<file path="src/rtl/spi_frame_ctrl.sv">
// spi_frame_ctrl: multi-byte SPI frame controller in front of an 8-bit SPI
// byte engine. Accepts a frame request of 1..NBYTES bytes and asserts one of
// NCS active-low chip selects. The frame is sent most significant byte first
// through the spi_start/spi_busy handshake, and the received bytes are
// collected right-aligned. CS setup and idle time are programmable, each byte
// has a timeout, and a one-cycle done strobe marks the end of every frame,
// including aborted frames.
//
// Ports
//   clk           in   system clock, rising edge
//   reset         in   synchronous active-high reset
//   start         in   frame request, sampled only while idle
//   len           in   frame length in bytes (0 = ignored, clamped to NBYTES)
//   cs_sel        in   chip-select index
//   tx_data       in   transmit frame, byte k = tx_data[8k+7:8k]
//   spi_busy      in   byte engine busy
//   spi_data_out  in   byte received by the engine
//   busy          out  frame in progress
//   done          out  one-cycle end-of-frame strobe
//   err           out  invalid select or byte timeout on the last frame
//   rx_data       out  received frame, right-aligned
//   cs_n          out  active-low chip selects
//   spi_data_in   out  byte presented to the engine
//   spi_start     out  engine start request
module spi_frame_ctrl #(
    parameter int unsigned NBYTES     = 2,
    parameter int unsigned NCS        = 1,
    parameter int unsigned CS_SETUP   = 1,
    parameter int unsigned START_HOLD = 10,
    parameter int unsigned CS_IDLE    = 16,
    parameter int unsigned TIMEOUT    = 1023,
    localparam int unsigned SELW      = (NCS > 1) ? $clog2(NCS) : 1,
    localparam int unsigned LENW      = $clog2(NBYTES + 1)
) (
    input  logic                  clk,
    input  logic                  reset,
    input  logic                  start,
    input  logic [LENW-1:0]       len,
    input  logic [SELW-1:0]       cs_sel,
    input  logic [8*NBYTES-1:0]   tx_data,
    input  logic                  spi_busy,
    input  logic [7:0]            spi_data_out,
    output logic                  busy,
    output logic                  done,
    output logic                  err,
    output logic [8*NBYTES-1:0]   rx_data,
    output logic [NCS-1:0]        cs_n,
    output logic [7:0]            spi_data_in,
    output logic                  spi_start
);

    localparam int unsigned RXW     = 8 * NBYTES;
    localparam int unsigned CNT_MAX = (CS_SETUP > CS_IDLE) ? CS_SETUP : CS_IDLE;
    localparam int unsigned CNTW    = (CNT_MAX > 1) ? $clog2(CNT_MAX + 1) : 1;
    localparam int unsigned HOLDW   = $clog2(START_HOLD + 1);
    localparam int unsigned TOW     = (TIMEOUT > 1) ? $clog2(TIMEOUT + 1) : 1;

    typedef enum logic [2:0] {
        IDLE,
        SETUP,
        LOAD,
        XFER,
        FINISH
    } state_e;

    state_e            state_q;
    logic [RXW-1:0]    tx_q;
    logic [RXW-1:0]    rx_q;
    logic [LENW-1:0]   rem_q;
    logic [CNTW-1:0]   cnt_q;
    logic [HOLDW-1:0]  hold_q;
    logic [TOW-1:0]    to_q;
    logic              spi_busy_q;
    logic              busy_q;
    logic              done_q;
    logic              err_q;
    logic [NCS-1:0]    cs_n_q;
    logic [7:0]        spi_data_in_q;
    logic              spi_start_q;

    // Request decode and per-byte datapath values
    logic [LENW-1:0]   len_d;
    logic              sel_ok_d;
    logic [NCS-1:0]    cs_mask_d;
    logic [7:0]        byte_d;
    logic [RXW-1:0]    rx_d;
    logic              fall_d;

    always_comb begin
        len_d     = (32'(len) > NBYTES) ? LENW'(NBYTES) : len;
        sel_ok_d  = (32'(cs_sel) < NCS);
        cs_mask_d = ~(NCS'(1) << cs_sel);
        // Byte (remaining-1) of the latched frame; remaining is >= 1 in LOAD
        byte_d    = 8'(tx_q >> (32'd8 * (32'(rem_q) - 32'd1)));
        rx_d      = (rx_q << 8) | RXW'(spi_data_out);
        fall_d    = spi_busy_q & ~spi_busy;
    end

    // Frame sequencer with registered outputs
    always_ff @(posedge clk) begin
        if (reset) begin
            state_q       <= IDLE;
            tx_q          <= '0;
            rx_q          <= '0;
            rem_q         <= '0;
            cnt_q         <= '0;
            hold_q        <= '0;
            to_q          <= '0;
            spi_busy_q    <= 1'b0;
            busy_q        <= 1'b0;
            done_q        <= 1'b0;
            err_q         <= 1'b0;
            cs_n_q        <= '1;
            spi_data_in_q <= '0;
            spi_start_q   <= 1'b0;
        end else begin
            spi_busy_q <= spi_busy;
            done_q     <= 1'b0;
            case (state_q)
                IDLE: begin
                    if (start && (len != '0)) begin
                        if (sel_ok_d) begin
                            tx_q    <= tx_data;
                            rem_q   <= len_d;
                            rx_q    <= '0;
                            err_q   <= 1'b0;
                            busy_q  <= 1'b1;
                            cs_n_q  <= cs_mask_d;
                            cnt_q   <= '0;
                            state_q <= SETUP;
                        end else begin
                            // Unreachable chip select: report and end at once
                            err_q  <= 1'b1;
                            done_q <= 1'b1;
                        end
                    end
                end
                SETUP: begin
                    if (32'(cnt_q) + 32'd1 >= CS_SETUP) begin
                        cnt_q   <= '0;
                        state_q <= LOAD;
                    end else begin
                        cnt_q <= cnt_q + CNTW'(1);
                    end
                end
                LOAD: begin
                    spi_data_in_q <= byte_d;
                    spi_start_q   <= 1'b0;
                    hold_q        <= '0;
                    to_q          <= '0;
                    state_q       <= XFER;
                end
                XFER: begin
                    if (fall_d) begin
                        // Byte complete, accepted even inside the hold window
                        rx_q        <= rx_d;
                        spi_start_q <= 1'b0;
                        rem_q       <= rem_q - LENW'(1);
                        if (rem_q > LENW'(1)) begin
                            state_q <= LOAD;
                        end else begin
                            cs_n_q  <= '1;
                            cnt_q   <= '0;
                            state_q <= FINISH;
                        end
                    end else if (32'(to_q) + 32'd1 >= TIMEOUT) begin
                        // Engine never finished: abandon the rest of the frame
                        err_q       <= 1'b1;
                        spi_start_q <= 1'b0;
                        cs_n_q      <= '1;
                        cnt_q       <= '0;
                        state_q     <= FINISH;
                    end else begin
                        to_q <= to_q + TOW'(1);
                        if (32'(hold_q) < START_HOLD) begin
                            spi_start_q <= 1'b1;
                            hold_q      <= hold_q + HOLDW'(1);
                        end else begin
                            spi_start_q <= 1'b0;
                        end
                    end
                end
                FINISH: begin
                    if (32'(cnt_q) + 32'd1 >= CS_IDLE) begin
                        done_q  <= 1'b1;
                        busy_q  <= 1'b0;
                        cnt_q   <= '0;
                        state_q <= IDLE;
                    end else begin
                        cnt_q <= cnt_q + CNTW'(1);
                    end
                end
                default: begin
                    state_q <= IDLE;
                end
            endcase
        end
    end

    assign busy        = busy_q;
    assign done        = done_q;
    assign err         = err_q;
    assign rx_data     = rx_q;
    assign cs_n        = cs_n_q;
    assign spi_data_in = spi_data_in_q;
    assign spi_start   = spi_start_q;

endmodule

</file>
<file path="config.mk">
export PLATFORM = sky130hd
export DESIGN_NAME = spi_frame_ctrl
export DESIGN_NICKNAME = d
export VERILOG_FILES = /design/src/rtl/spi_frame_ctrl.sv
export SDC_FILE = /design/constraint.sdc
export NUM_CORES = 1
export LEC_CHECK = 0
export CORE_ASPECT_RATIO = 0.9
export CORE_MARGIN = 1
export CORE_UTILIZATION = 54
export CTS_BUF_LIST = sky130_fd_sc_hd__clkbuf_8
export CTS_CLUSTER_DIAMETER = 150
export CTS_CLUSTER_SIZE = 12
export DETAILED_ROUTE_END_ITERATION = 8
export GPL_ROUTABILITY_DRIVEN = 0
export PLACE_DENSITY = 0.87
export SYNTH_ARGS = -nofsm -noshare
export SYNTH_HDL_FRONTEND = slang
export SYNTH_SLANG_ARGS = --single-unit
</file>
<file path="constraint.sdc">
create_clock -name clk -period 3.3 [get_ports clk]
set_clock_uncertainty 0.15 [all_clocks]
set_input_delay 0.495 -clock clk [delete_from_list [all_inputs] [get_ports clk]]
set_output_delay 0.495 -clock clk [all_outputs]
set_load 0.02 [all_outputs]
</file>
==> results of run 1 <==
## power breakdown
part | internal, mW | leakage (nW) | switching, mW | total, mW
Clock | 0.375 | 0.103 | 0.345 | 0.720
Combinational | 0.131 | 0.699 | 0.208 | 0.340
Sequential | 0.884 | 0.566 | 0.0417 | 0.925
## layout by cell type (no fill, tap or decap), types with 3 or more instances in the layout
| cell type | count |
|---|---|
| nor3_1 | 8 |
| nand2b_1 | 5 |
| nor3b_1 | 3 |
| a211oi_1 | 4 |
| dfxtp_1 | 70 |
| a311oi_1 | 5 |
| nand4_1 | 3 |
| nand3b_1 | 3 |
| nor2b_1 | 3 |
| o21ai_0 | 23 |
| nand3_1 | 30 |
| a21oi_1 | 54 |
| mux2i_1 | 9 |
| clkdlybuf4s50_1 | 58 |
| buf_4 | 6 |
| nand2_1 | 78 |
| o21a_1 | 3 |
| nor2_1 | 18 |
| or2_2 | 3 |
| inv_1 | 8 |
| o211ai_1 | 3 |
| a31oi_1 | 3 |
| clkbuf_8 | 10 |
| ha_1 | 7 |
| or3_1 | 5 |
## path summary, 6_finish.rpt
path               end  slack, ps  cells past startpoint
min reg2reg  hold_q[3]        310                      2
min          hold_q[3]        310                      2
max reg2reg   cnt_q[2]        330                      7
max           cnt_q[2]        330                      7
## layout make-up
type | instances | area share, %
Multi-Input combinational cell | 305 | 42.6
Timing Repair Buffer | 65 | 15.4
Inverter | 8 | 0.731
Clock inverter | 6 | 1.68
Clock buffer | 10 | 3.35
Tap cell | 70 | 2.13
Sequential cell | 70 | 34.1
## registers in the layout, indices dropped and copies added, names as in the netlist
name / flops
spi_busy_q: 1
err: 1
state_q: 3
done: 1
rem_q: 2
cnt_q: 5
to_q: 10
rx_data: 16
cs_n: 1
tx_q: 16
spi_start: 1
spi_data_in: 8
hold_q: 4
busy: 1
## per-layer routing
layer,global-route usage [%],wire (um)
met2,46.0,4030
met1,34.5,3680
met5,0,0
met3,9.64,811
met4,11.4,176
## kinds of logic (layout without fill, tap and decap cells)
kind of cell	count (synthesis)	in the layout	share of synthesized area, %
AND/OR/NAND/NOR	168	168	24.3
adder cells (fa/ha/maj)	7	7	2.65
flip-flops	70	70	42.4
buffers and inverters	34	89	4.51
XOR/XNOR	2	2	0.531
multiplexers	9	9	2.73
AO/OA/AOI/OAI	119	119	22.9
## worst max-delay path, stage by stage (launching register included)
cell      delay (ps)
dfxtp_1          500
ha_1             350
nand3_1          150
or3_1            420
a221oi_1         400
nand4_1          210
a22oi_1          490
a311oi_1         160
## per-stage QoR
stage               instances  hold slack, ps  instance area, um^2
floorplan                 409             283                 3300
global placement          518             289                 3900
detailed placement        518             296                 3900
CTS                       534             306                 4110
global route              534             325                 4110
finish                    534             307                 4110
==> impl_metrics.json, run 1 <==
{
  "status": "complete, no violations",
  "place_ws_ps": 342,
  "irDropWorstVdd_v": 0.000286,
  "multi_input_area_um2": 1750,
  "ioPinCount": 60,
  "synth_nets": 447,
  "p_total_mw": 1.99,
  "root_buffer": "clkbuf_8",
  "hold_path_startpoint": "hold_q[3]",
  "worstPathRequired_ps": 3360,
  "grt_first_pass_wirelength_um": 14500,
  "seq_area_frac_synth_pct": 42.4,
  "worstSetupPathType": "register to register",
  "core_area_um2": 5790,
  "powerDensity_nw_per_um2": 483,
  "finalSetupViolations": 0,
  "yosys_warnings": 0,
  "portBuffers": 59,
  "post_cts_buffers": 0,
  "avgSynthCellArea_um2": 8.07,
  "clkTransAtPathRegs_ps": 80,
  "slew_violations": 0,
  "r2r-start": "to_q[0]",
  "place_hpwl_um": 5930,
  "maxCapViolCount": 0,
  "fp.dieW_um": 84.4,
  "regArea_um2": 1400,
  "die_h_um": 76.2,
  "cts_max_path_buffers": 2,
  "clk_latency_ps": 350,
  "final_core_util_pct": 70.9,
  "hold_buffers": 0,
  "hp-class": "register to register",
  "ant_nets": 0,
  "drtIter0Drc": 217,
  "fin_ws_ps": 333,
  "syn_inst": 409,
  "antenna_found_initial": 0,
  "slew_headroom_pct": 28.3,
  "drive_gt1_share_pct": 6.90,
  "cts_resized": 0,
  "wl_per_cell_um": 16.3,
  "grt_usage_pct": 28.3,
  "finalCritPeriodShare_pct": 89.9,
  "critPathLaunch": "to_q[0]",
  "setup_tns_ps": 0,
  "finalHoldViolCount": 0,
  "yosysMostFrequentCell": "nand2_1",
  "leakage_nw": 1.37,
  "synth_top_area_share_pct": 42.4,
  "synth.area.top_cells": "dfxtp_1 42%, nand2_1 8.9%, a21oi_1 8.2%",
  "rsz0062_at_grt": "false",
  "n_fill_cell": 459,
  "cts.sinks": 70,
  "fin_nets": 497,
  "area_growth_pct": 24.4,
  "synth-edff-count": 0,
  "cts_tree": "built",
  "async_flop_share_pct": 0,
  "cp.arrival_ps": 3030,
  "path_max_fanout": 9,
  "initial_core_util_pct": 57.0,
  "syn_area_um2": 3300,
  "die_area_um2": 6430,
  "tightestPinTransition_ps": 1070,
  "endpoint_kind": "register",
  "ys_types": 56,
  "cts_max_level": 3,
  "yosys.area.top_type": "dfxtp_1",
  "synth_commonest_cells": "78 x nand2_1, 70 x dfxtp_1, 54 x a21oi_1",
  "fp-row-count": 26,
  "synth_ff_type": "dfxtp_1",
  "drt-vias-per-instance": 6.07,
  "synth.ff_latch_count": 70,
  "grt_max_degree": 34,
  "max_freq_mhz": 337,
  "overflow": 0,
  "period_minus_slack_ps": 2970,
  "vias": 3241,
  "drt-pass1-iter-count": 5,
  "cp-start-kind": "register",
  "grt_pass1_vias": 3040,
  "diodes": 0,
  "cts_made_buffers": 9,
  "routed_wl_um": 8700,
  "drcViolationCount": 0
}
Note: power is estimated with default switching activity, not from simulation.
==> run 2, diff against run 1 <==
--- a/config.mk
+++ b/config.mk
@@ -7,13 +7,13 @@
 export LEC_CHECK = 0
 export CORE_ASPECT_RATIO = 0.9
 export CORE_MARGIN = 1
-export CORE_UTILIZATION = 54
+export CORE_UTILIZATION = 58
 export CTS_BUF_LIST = sky130_fd_sc_hd__clkbuf_8
 export CTS_CLUSTER_DIAMETER = 150
 export CTS_CLUSTER_SIZE = 12
 export DETAILED_ROUTE_END_ITERATION = 8
 export GPL_ROUTABILITY_DRIVEN = 0
-export PLACE_DENSITY = 0.87
+export PLACE_DENSITY = 0.92
 export SYNTH_ARGS = -nofsm -noshare
 export SYNTH_HDL_FRONTEND = slang
 export SYNTH_SLANG_ARGS = --single-unit
==> constraint.sdc (replaced) <==
create_clock -name clk -period 3.7 [get_ports clk]
set_clock_uncertainty 0.15 [all_clocks]
set_input_delay 0.555 -clock clk [delete_from_list [all_inputs] [get_ports clk]]
set_output_delay 0.555 -clock clk [all_outputs]
set_load 0.02 [all_outputs]
==> run 2 against run 1 <==
Die area shrank 6.7%. First-iteration DRC count grew 41%. Critical path type unchanged. Wire length shrank 1.9%. Clock power shrank 12%. Utilization grew 5.2 points. Hold slack lost 2.1 ps. Final area shrank 0.24%. Final cell count shrank 0.75%.
==> impl_metrics.json, run 2 (same netlist as run 1, synthesis figures left out) <==
{
  "ant_nets": 0,
  "fp.dieW_um": 81.5,
  "r2r_cells": 7,
  "cts_made_buffers": 9,
  "cts_max_level": 3,
  "hold_depth": 2,
  "rsz0062_at_grt": "false",
  "wl_per_cell_um": 16.1,
  "powerDensity_nw_per_um2": 430,
  "routed_wl_um": 8540,
  "cp.arrival_ps": 3070,
  "drtIter0Drc": 306,
  "status": "complete, no violations",
  "critPathLaunch": "to_q[0]",
  "grt_max_degree": 36,
  "antenna_found_initial": 0,
  "slew_violations": 0,
  "ioPinCount": 60,
  "finalCritPeriodShare_pct": 81.5,
  "finalSetupViolations": 0,
  "r2r-start": "to_q[0]",
  "cp-start-kind": "register",
  "clkTransAtPathRegs_ps": 80,
  "tightestPinTransition_ps": 1090,
  "r2r-end": "cnt_q[2]",
  "cts_resized": 0,
  "drt-vias-per-instance": 6.14,
  "slew_headroom_pct": 27.1,
  "post_cts_buffers": 0,
  "portBuffers": 59,
  "cts_max_path_buffers": 2,
  "cts.sinks": 70,
  "fin_nets": 496,
  "vias": 3252,
  "finalHoldViolCount": 0,
  "die_h_um": 73.6,
  "path_max_fanout": 9,
  "worstSetupPathType": "register to register",
  "endpoint_kind": "register",
  "irDropWorstVdd_v": 0.000342,
  "finalNonFillerCells": 530,
  "fp-row-count": 25,
  "cts_tree": "built",
  "dp.cells": 514,
  "n_fill_cell": 382,
  "critPathCapture": "cnt_q[2]",
  "mostFrequentLayoutCells": "78 x nand2_1, 70 x dfxtp_1, 58 x clkdlybuf4s50_1, 54 x a21oi_1, 30 x nand3_1",
  "grt_pass1_vias": 3017,
  "die_area_um2": 6000,
  "place_hpwl_um": 5820,
  "setup_tns_ps": 0,
  "hold_buffers": 0,
  "period_minus_slack_ps": 3020,
  "drcViolationCount": 0,
  "max_freq_mhz": 331,
  "worstPathRequired_ps": 3750,
  "grt_first_pass_wirelength_um": 14000,
  "p_total_mw": 1.76,
  "grt_usage_pct": 30.9,
  "leakage_nw": 1.36,
  "core_area_um2": 5380,
  "hp-class": "register to register",
  "drive_gt1_share_pct": 6.70,
  "clk_latency_ps": 360,
  "final_common_cell": "nand2_1",
  "area_growth_pct": 24.1,
  "rrSetupSlack_ps": 680,
  "maxCapViolCount": 0,
  "diodes": 0,
  "root_buffer": "clkbuf_8",
  "initial_core_util_pct": 61.4,
  "overflow": 0,
  "drt-pass1-iter-count": 5
}
==> run 2: changes by cell type in the layout (fill, tap and decap cells not counted) <==
cell	previous run	this run
clkinv_2	1	0
clkinvlp_4	1	3
buf_4	6	5
inv_6	2	1
==> run 2: cell type report <==
cell class / instances / area [um^2] / area share, %
Clock inverter: 6 / 70.1 / 1.71
Sequential cell: 70 / 1400 / 34.2
Tap cell: 67 / 83.8 / 2.05
Inverter: 8 / 30.0 / 0.733
Multi-Input combinational cell: 305 / 1750 / 42.7
Clock buffer: 10 / 138 / 3.36
Timing Repair Buffer: 64 / 623 / 15.2
==> run 2: worst min path at each step <==
stage | from | end | slack, ps
floorplan | hold_q[3] | hold_q[3] | 280
global placement | rx_data[10] | rx_data[10] | 290
detailed placement | tx_q[3] | tx_q[3] | 300
CTS | tx_q[3] | tx_q[3] | 310
global route | rx_data[14] | rx_data[14] | 330
finish | tx_q[3] | tx_q[3] | 300
==> run 2: worst max-delay path, cell delays in order (launching register included) <==
cell and delay, ps:
dfxtp_1 490, ha_1 350, nand3_1 160, or3_1 420, a221oi_1 440, nand4_1 230
a22oi_1 460, a311oi_1 170
==> run 2: stage by stage <==
| stage | instance area (um^2) | utilization, % | setup slack (ps) | hold slack (ps) |
|---|---|---|---|---|
| 6_report | 4100 | 76.2 | 683 | 305 |
| 5_1_grt | 4100 | 76.2 | 471 | 328 |
| 4_1_cts | 4100 | 76.2 | 743 | 306 |
| 3_5_place_dp | 3890 | 72.3 | 755 | 296 |
| 3_3_place_gp | 3890 | 72.3 | 895 | 288 |
| 2_1_floorplan | 3300 | - | 1100 | 283 |
==> run 2: report_power, final <==
part | total (mW) | switching, mW | internal (mW)
registers | 0.827 | 0.0390 | 0.788
clock network | 0.637 | 0.305 | 0.333
logic | 0.300 | 0.183 | 0.117
==> run 2: metal layers <==
metal	share of wire, %	global-route usage, %	vias to the layer above
li1	-	-	1560
met1	42	39.3	1534
met2	47	48.0	141
met3	9.1	11.2	17
met4	1.6	10.9	0
met5	0	0	-
==> run 3, diff against run 2 <==
--- a/config.mk
+++ b/config.mk
@@ -7,13 +7,13 @@
 export LEC_CHECK = 0
 export CORE_ASPECT_RATIO = 0.9
 export CORE_MARGIN = 1
-export CORE_UTILIZATION = 58
+export CORE_UTILIZATION = 54
 export CTS_BUF_LIST = sky130_fd_sc_hd__clkbuf_8
 export CTS_CLUSTER_DIAMETER = 150
 export CTS_CLUSTER_SIZE = 12
 export DETAILED_ROUTE_END_ITERATION = 8
 export GPL_ROUTABILITY_DRIVEN = 0
-export PLACE_DENSITY = 0.92
+export PLACE_DENSITY = 0.87
 export SYNTH_ARGS = -nofsm -noshare
 export SYNTH_HDL_FRONTEND = slang
 export SYNTH_SLANG_ARGS = --single-unit
==> constraint.sdc (replaced) <==
create_clock -name clk -period 3.05 [get_ports clk]
set_clock_uncertainty 0.15 [all_clocks]
set_input_delay 0.4575 -clock clk [delete_from_list [all_inputs] [get_ports clk]]
set_output_delay 0.4575 -clock clk [all_outputs]
set_load 0.02 [all_outputs]
==> run 3 against run 2 <==
Total power is 21% higher. Final cell count up 1.7%. Sequential power increased by 21%. Critical path type unchanged. First-iteration DRC count decreased by 24%. Wire length down 2.1%. Die area grew 7.2%. Largest power group unchanged. Non-clock buffer count grew 6. Global-route usage fell by 3.6 points. Sequential share of layout area decreased by 0.42 points.
==> impl_metrics.json, run 3 (same netlist as run 1, synthesis figures left out) <==
{
  "fin_nets": 502,
  "portBuffers": 59,
  "slew_violations": 0,
  "fp-row-count": 26,
  "holdWs_ps": 307,
  "post_cts_buffers": 0,
  "cts_tree": "built",
  "diodes": 0,
  "cts_made_buffers": 9,
  "antenna_found_initial": 0,
  "root_buffer": "clkbuf_8",
  "rsz0062_at_grt": "false",
  "hold_depth": 2,
  "switching_share_pct": 30.4,
  "grt_max_degree": 34,
  "tightestPinTransition_ps": 1080,
  "maxCapViolCount": 0,
  "finalCritPeriodShare_pct": 94.3,
  "finalHoldViolCount": 0,
  "finalSetupViolations": 0,
  "irDropWorstVdd_v": 0.000399,
  "path_max_fanout": 14,
  "leakage_nw": 1.39,
  "cts.sinks": 70,
  "status": "complete, no violations",
  "endpoint_kind": "register",
  "place_hpwl_um": 5820,
  "core_area_um2": 5790,
  "worstSetupPathType": "register to register",
  "die_h_um": 76.2,
  "drcViolationCount": 0,
  "period_minus_slack_ps": 2880,
  "placed_area_um2": 3940,
  "p_comb_share_pct": 17.2,
  "seqPwrFrac_pct": 46.6,
  "cp-start-kind": "register",
  "ant_nets": 0,
  "die_area_um2": 6430,
  "fp.dieW_um": 84.4,
  "clkTransAtPathRegs_ps": 80,
  "routed_wl_um": 8360,
  "hp-class": "register to register",
  "worstPathRequired_ps": 3120,
  "design_area_um2": 4150,
  "grt_usage_pct": 27.3,
  "overflow": 0,
  "initial_core_util_pct": 57.0,
  "area_growth_pct": 25.7,
  "rrSetupSlack_ps": 170,
  "drive_gt1_share_pct": 8.32,
  "grt_first_pass_wirelength_um": 14000,
  "drtIter0Drc": 232,
  "wl_per_cell_um": 15.5,
  "grt_pass1_vias": 3037,
  "p_int_mw": 1.49,
  "cp.arrival_ps": 2940,
  "netSwitchingPower_mw": 0.649,
  "min_to": "tx_q[7]",
  "clkPwrFrac_pct": 36.2,
  "clk_latency_ps": 350,
  "vias": 3248,
  "cts_max_path_buffers": 2,
  "max_freq_mhz": 348,
  "ioPinCount": 60,
  "r2r_cells": 7,
  "r2r-end": "state_q[0]",
  "slew_headroom_pct": 27.8,
  "mostFrequentLayoutCells": "77 x nand2_1, 70 x dfxtp_1, 58 x clkdlybuf4s50_1, 54 x a21oi_1, 30 x nand3_1",
  "drt-pass1-iter-count": 7,
  "hold_path_startpoint": "tx_q[7]",
  "final_common_cell": "nand2_1",
  "r2r-start": "to_q[0]",
  "setup_tns_ps": 0,
  "powerDensity_nw_per_um2": 515,
  "drt-vias-per-instance": 6.03,
  "cts_max_level": 3
}
[run 3: how the worst max path moves through the flow]
stage | from | end | cells after the start
3_5_place_dp | to_q[0] | state_q[0] | 8
6_report | to_q[0] | state_q[0] | 7
5_1_grt | to_q[0] | cnt_q[2] | 7
4_1_cts | to_q[0] | state_q[0] | 8
2_1_floorplan | to_q[1] | state_q[0] | 7
3_3_place_gp | to_q[0] | state_q[0] | 7
[run 3: critical path, stage by stage (launching register included)]
cell,delay (ps)
dfxtp_1,500
ha_1,230
nand3_1,140
or3_1,440
a221o_1,400
o31a_4,380
o311ai_1,390
o41ai_2,130
[run 3: area by class of cell]
type	instances	area (um^2)
repair buffers	70	668
clock inverters	7	77.6
flip-flops and latches	70	1400
inverters	8	30.0
fillers	444	1640
well taps	70	87.6
clock buffers	9	124
multi-input cells	305	1760
[run 3: per-layer routing]
metal  up-vias  share of wire [%]  GRT usage (%)  wire, um
met5         -                  0              0         0
met4         0                2.6           12.7       221
met3        22                8.7           9.75       724
met2       141                 45           41.7      3790
met1      1515                 43           34.5      3630
li1       1570                  -              -         -
[run 3: power groups by stage]
stage	logic [mW]	clock network, mW	registers, mW
floorplan	0.240	0	1.01
global placement	0.354	0	1.01
detailed placement	0.360	0	1.02
CTS	0.363	0.790	0.995
global route	0.403	0.825	1.00
finish	0.367	0.774	0.997
[run 3: repair_timing]
item,4_1_cts,5_1_grt
hold endpoints to repair,0,0
endpoints found under the setup margin,0,5
hold buffers,0,0
resized for setup,0,3
[run 3: metrics by stage]
| step | setup WS (ps) | utilization (%) | instances | power, mW |
|---|---|---|---|---|
| 6_report | 175 | 71.7 | 539 | 2.14 |
| 5_1_grt | 13.5 | 71.7 | 539 | 2.23 |
| 4_1_cts | 196 | 71.5 | 539 | 2.15 |
| 3_5_place_dp | 205 | 68.0 | 523 | 1.38 |
| 3_3_place_gp | 365 | 68.0 | 523 | 1.37 |
| 2_1_floorplan | 445 | - | 409 | 1.25 |
